<file path="config.mk">
export PLATFORM = sky130hd
export DESIGN_NAME = exe_sequencer
export DESIGN_NICKNAME = d
export VERILOG_FILES = /design/src/rtl/exe_sequencer.sv
export SDC_FILE = /design/constraint.sdc
export NUM_CORES = 1
export LEC_CHECK = 0
export CAP_MARGIN = 20
export CORE_UTILIZATION = 45
export CTS_CLUSTER_DIAMETER = 50
export DETAILED_ROUTE_END_ITERATION = 10
export PLACE_DENSITY_LB_ADDON = 0.05
export SETUP_SLACK_MARGIN = 0.1
export SLEW_MARGIN = 10
export SYNTH_ARGS = -nofsm -noshare
export SYNTH_HDL_FRONTEND = slang
export SYNTH_SLANG_ARGS = --single-unit
</file>
<file path="constraint.sdc">
create_clock -name clk -period 2 [get_ports clk]
set_input_delay 0.6 -clock clk [delete_from_list [all_inputs] [get_ports clk]]
set_output_delay 0.6 -clock clk [all_outputs]
set_load 0.02 [all_outputs]
</file>
<file path="src/rtl/exe_sequencer.sv">
// Matrix execution sequencer: fetches and decodes instruction words and
// steps the matrix ALU units through launch, completion and writeback.
module exe_sequencer #(
    parameter int ADDR_W  = 8,
    parameter int INSTR_W = 32,
    parameter int TIMEOUT = 255
) (
    input  logic              clk,
    input  logic              reset,
    input  logic              start,
    input  logic [ADDR_W-1:0] start_addr,
    output logic              imem_rd_en,
    output logic [ADDR_W-1:0] imem_addr,
    input  logic [INSTR_W-1:0] imem_rdata,
    output logic              op_start,
    input  logic              op_done,
    output logic              read_from,
    output logic              add_en,
    output logic              scale_en,
    output logic              mult_en,
    output logic              transpose_en,
    output logic              add_or_sub,
    output logic              write_to_reg,
    output logic              write_to_mem,
    output logic [7:0]        dst_addr,
    output logic [7:0]        src1_addr,
    output logic [7:0]        src2_addr,
    output logic [ADDR_W-1:0] pc,
    output logic              busy,
    output logic              halted,
    output logic              error
);

    localparam int CNT_W = $clog2(TIMEOUT + 1);
    localparam logic [CNT_W-1:0] CNT_LAST = CNT_W'(TIMEOUT - 1);

    localparam logic [4:0] OP_NOP   = 5'b00000;
    localparam logic [4:0] OP_ADD   = 5'b00001;
    localparam logic [4:0] OP_SUB   = 5'b00010;
    localparam logic [4:0] OP_SCALE = 5'b00011;
    localparam logic [4:0] OP_MULT  = 5'b00100;
    localparam logic [4:0] OP_TRANS = 5'b00101;
    localparam logic [4:0] OP_HALT  = 5'b11111;

    typedef enum logic [2:0] {
        S_IDLE,
        S_FETCH,
        S_DECODE,
        S_EXECUTE,
        S_WAIT,
        S_WRITEBACK,
        S_HALTED,
        S_ERROR
    } state_t;

    state_t           state;
    logic [CNT_W-1:0] cnt;
    logic [4:0]       opcode;
    logic             unused_rsvd;

    assign opcode      = imem_rdata[31:27];
    assign unused_rsvd = ^imem_rdata[26:24];
    assign imem_addr   = pc;

    always_ff @(posedge clk) begin
        if (reset) begin
            state        <= S_IDLE;
            cnt          <= '0;
            pc           <= '0;
            imem_rd_en   <= 1'b0;
            op_start     <= 1'b0;
            read_from    <= 1'b0;
            add_en       <= 1'b0;
            scale_en     <= 1'b0;
            mult_en      <= 1'b0;
            transpose_en <= 1'b0;
            add_or_sub   <= 1'b0;
            write_to_reg <= 1'b0;
            write_to_mem <= 1'b0;
            dst_addr     <= '0;
            src1_addr    <= '0;
            src2_addr    <= '0;
            busy         <= 1'b0;
            halted       <= 1'b0;
            error        <= 1'b0;
        end else begin
            // single-cycle strobes fall back to zero unless re-armed below
            imem_rd_en   <= 1'b0;
            op_start     <= 1'b0;
            write_to_reg <= 1'b0;
            write_to_mem <= 1'b0;
            unique case (state)
                S_IDLE, S_HALTED: begin
                    if (start) begin
                        pc         <= start_addr;
                        imem_rd_en <= 1'b1;
                        busy       <= 1'b1;
                        halted     <= 1'b0;
                        state      <= S_FETCH;
                    end
                end
                S_FETCH: state <= S_DECODE;
                S_DECODE: begin
                    dst_addr  <= imem_rdata[23:16];
                    src1_addr <= imem_rdata[15:8];
                    src2_addr <= imem_rdata[7:0];
                    unique case (opcode)
                        OP_NOP: begin
                            pc         <= pc + ADDR_W'(1);
                            imem_rd_en <= 1'b1;
                            state      <= S_FETCH;
                        end
                        OP_HALT: begin
                            busy   <= 1'b0;
                            halted <= 1'b1;
                            state  <= S_HALTED;
                        end
                        OP_ADD, OP_SUB, OP_SCALE, OP_MULT, OP_TRANS: begin
                            op_start     <= 1'b1;
                            read_from    <= 1'b1;
                            add_en       <= (opcode == OP_ADD) ||
                                            (opcode == OP_SUB);
                            add_or_sub   <= (opcode == OP_SUB);
                            scale_en     <= (opcode == OP_SCALE);
                            mult_en      <= (opcode == OP_MULT);
                            transpose_en <= (opcode == OP_TRANS);
                            state        <= S_EXECUTE;
                        end
                        default: begin
                            busy  <= 1'b0;
                            error <= 1'b1;
                            state <= S_ERROR;
                        end
                    endcase
                end
                S_EXECUTE: state <= S_WAIT;
                S_WAIT: begin
                    if (op_done || cnt == CNT_LAST) begin
                        cnt          <= '0;
                        read_from    <= 1'b0;
                        add_en       <= 1'b0;
                        scale_en     <= 1'b0;
                        mult_en      <= 1'b0;
                        transpose_en <= 1'b0;
                        add_or_sub   <= 1'b0;
                    end else begin
                        cnt <= cnt + CNT_W'(1);
                    end
                    // completion takes priority over a simultaneous timeout
                    if (op_done) begin
                        write_to_reg <= dst_addr[7];
                        write_to_mem <= ~dst_addr[7];
                        state        <= S_WRITEBACK;
                    end else if (cnt == CNT_LAST) begin
                        busy  <= 1'b0;
                        error <= 1'b1;
                        state <= S_ERROR;
                    end
                end
                S_WRITEBACK: begin
                    cnt        <= '0;
                    pc         <= pc + ADDR_W'(1);
                    imem_rd_en <= 1'b1;
                    state      <= S_FETCH;
                end
                S_ERROR: state <= S_ERROR;
                default: state <= S_IDLE;
            endcase
        end
    end

endmodule

</file>
==> flow_metrics.py <==
metrics = {
    "run_status": {
        "outcome": "completed",
    },
    "final_layout": {
        "multi_input_area_mm2": 0.00137,
        "layout-drive-gt1-share": 0.129,
        "layout.cells.non_filler": 497,
        "nets": 471,
        "seqCellArea_mm2": 0.00112,
        "antenna_cells": 0,
        "syn_to_final_growth_pct": 46.4,
        "finish.instance_area_mm2": 0.00390,
        "final.fill_count": 490,
        "final_cell_mix": "nand2_1, dfxtp_1, clkdlybuf4s50_1",
        "final_common_cell": "nand2_1",
    },
    "synthesis": {
        "synthArstFlopShare": 0,
        "synth_nets": 369,
        "syn-cell-area_mm2": 0.00267,
        "synth_edf_count": 0,
        "yosys.area.top_type": "dfxtp_1",
        "ys_seq_area_frac": 0.421,
        "ys_warn_count": 0,
        "yosysUniqueCellTypes": 54,
        "syn_inst": 322,
        "synthFlopType": "dfxtp_1",
        "synth_top_area_share": 0.421,
        "syn_avg_cell_area_um2": 8.28,
        "synth-seq-cells": 56,
        "synth_area_leaders": "dfxtp_1, nand2_1, a21oi_1",
    },
    "grt": {
        "grt.total_usage": 0.230,
        "grt_overflow_total": 0,
        "antenna_found_initial": 0,
        "grt_max_degree": 37,
        "grt_pass1_wl_mm": 11.4,
        "grt_pass1_vias": 2446,
    },
    "sta": {
        "clock.fmax_mhz": 538,
        "maxSlewViolCount": 0,
        "whs_ns": 0.455,
        "clock_skew_ns": 0.00507,
        "finalHoldViolCount": 0,
        "finalSetupViolations": 0,
        "slew_headroom": 0.504,
        "rsz0062_at_grt": "no",
        "max_slew.worst_pin.slew_ns": 0.743,
        "fin_ws_ns": 0.141,
        "layout_min_cycle_time_ns": 1.86,
        "period_share": 0.930,
    },
    "clock_network": {
        "root_buffer": "clkbuf_8",
        "cts_buffer_depth": 2,
        "clk-insertion-delay-late_ns": 0.31,
        "cts_hold_buf": 0,
        "cts_tree": "built",
        "path_clk_slew_ns": 0.10,
        "cts_buffers": 5,
        "clock-sinks": 56,
        "htreeDepth": 2,
    },
    "detailed_routing": {
        "drt_iter0_markers": 130,
        "wl_per_cell_um": 14.1,
        "wirelength_mm": 6.99,
        "dr.pass1.iters": 4,
        "wl_met3_um": 591,
        "top_layer": "met4",
        "via_per_inst": 5.47,
        "vias": 2720,
        "antenna_left": 0,
        "met1_length_mm": 3.09,
        "drc": 0,
        "routed-wl-met2_mm": 3.25,
    },
    "critical_path": {
        "path_buf_inv": 1,
        "cpPeakStageDelay_ns": 0.60,
        "start_kind": "flip-flop",
        "crit_required_ns": 1.40,
        "worst_setup_path_end_kind": "output pin",
        "cp.arrival_ns": 1.26,
        "crit_fanout": 2,
        "crit_chain": "clkdlybuf4s50_1",
        "r2r_slack_ns": 0.21,
        "crit_type": "reg -> out",
        "cp_top_family": "buffers and inverters",
        "slowest_stage": "clkdlybuf4s50_1",
    },
    "floorplanning": {
        "core_mm2": 0.00561,
        "row_count": 27,
        "die_area_mm2": 0.00623,
        "fp.dieW_um": 79.0,
        "ioPinCount": 97,
        "start_util": 0.475,
        "die_y_um": 79.0,
    },
    "placed_design": {
        "portBuffers": 93,
        "dp_cells": 488,
        "dp_slack_ns": -0.262,
        "gp_congestion": 0.791,
        "hpwl_mm": 4.81,
        "dpl_cell_area_mm2": 0.00374,
    },
    "flow_run": {
        "max-cap-violations": 0,
    },
    "power": {
        "finalPower_uw": 4160,
        "p_leak_uw": 0.00194,
        "cellPowerDensity_mw_per_mm2": 1070,
        "vdd_drop_max_mv": 0.559,
    },
    "worst_hold_path": {
        "hp-class": "reg -> reg",
    },
}
repair_timing:
item,CTS,global route
setup buffers,1,0
setup endpoints to repair,24,29
resized for setup,19,29
pin swaps,1,0
worst paths after layout:
path	to	startpoint	depth (start not counted)
hold / removal	src1_addr[5]	src1_addr[5]	2
setup reg to reg	imem_addr[5]	state[2]	5
setup / recovery	add_or_sub	add_or_sub	1
hold reg to reg	src1_addr[5]	src1_addr[5]	2
report_power, final:
group,total [uW],switching [uW],internal (uW)
Sequential,1470,146,1320
Combinational,2020,1160,859
Clock,674,389,285
Total,4160,1690,2470
area by class of cell:
type                            instances  area share
Tap cell                               72      0.0231
Timing Repair Buffer                  123       0.309
Inverter                                5     0.00481
Clock buffer                            6      0.0212
Sequential cell                        56       0.287
Clock inverter                          2     0.00353
Multi-Input combinational cell        233       0.351
synthesized netlist by cell type (all sizes together) (2+ instances only):
| master | instances |
|---|---|
| a211oi | 4 |
| a21oi | 39 |
| a22oi | 4 |
| a2bb2oi | 4 |
| a31oi | 6 |
| and3 | 5 |
| buf | 15 |
| clkbuf | 13 |
| dfxtp | 56 |
| ha | 3 |
| inv | 5 |
| nand2 | 67 |
| nand2b | 4 |
| nand3 | 16 |
| nand3b | 2 |
| nand4 | 3 |
| nor2 | 14 |
| nor3 | 11 |
| nor4 | 2 |
| nor4b | 2 |
| o21a | 2 |
| o21ai | 7 |
| o221a | 2 |
| o2bb2ai | 4 |
| o31a | 2 |
| o32ai | 5 |
| or2 | 2 |
| or3 | 4 |
| xor2 | 2 |
per-layer routing:
| layer | global-route usage | vias to the layer above |
|---|---|---|
| li1 | - | 1343 |
| met3 | 0.0770 | 5 |
| met5 | 0 | - |
| met4 | 0.0564 | 0 |
| met1 | 0.305 | 1269 |
| met2 | 0.358 | 103 |
per-stage QoR:
step                       util  setup TNS [ns]
after floorplan               -               0
after global placement    0.668           -2.26
after detailed placement  0.668           -3.20
after CTS                 0.682               0
after global routing      0.696               0
final                     0.696               0
cell families (layout without fill, tap and decap cells):
logic type	after synthesis	count (layout)	share of synthesized area
AOI/OAI and AO/OA	89	89	0.221
xor gates and xnor gates	2	2	0.00657
adders and majority gates	3	3	0.0141
buffers and inverters	33	136	0.0700
DFF	56	56	0.421
muxes	1	1	0.00423
and+or+nand+nor	138	138	0.264
(Power assumes the default switching activity.)
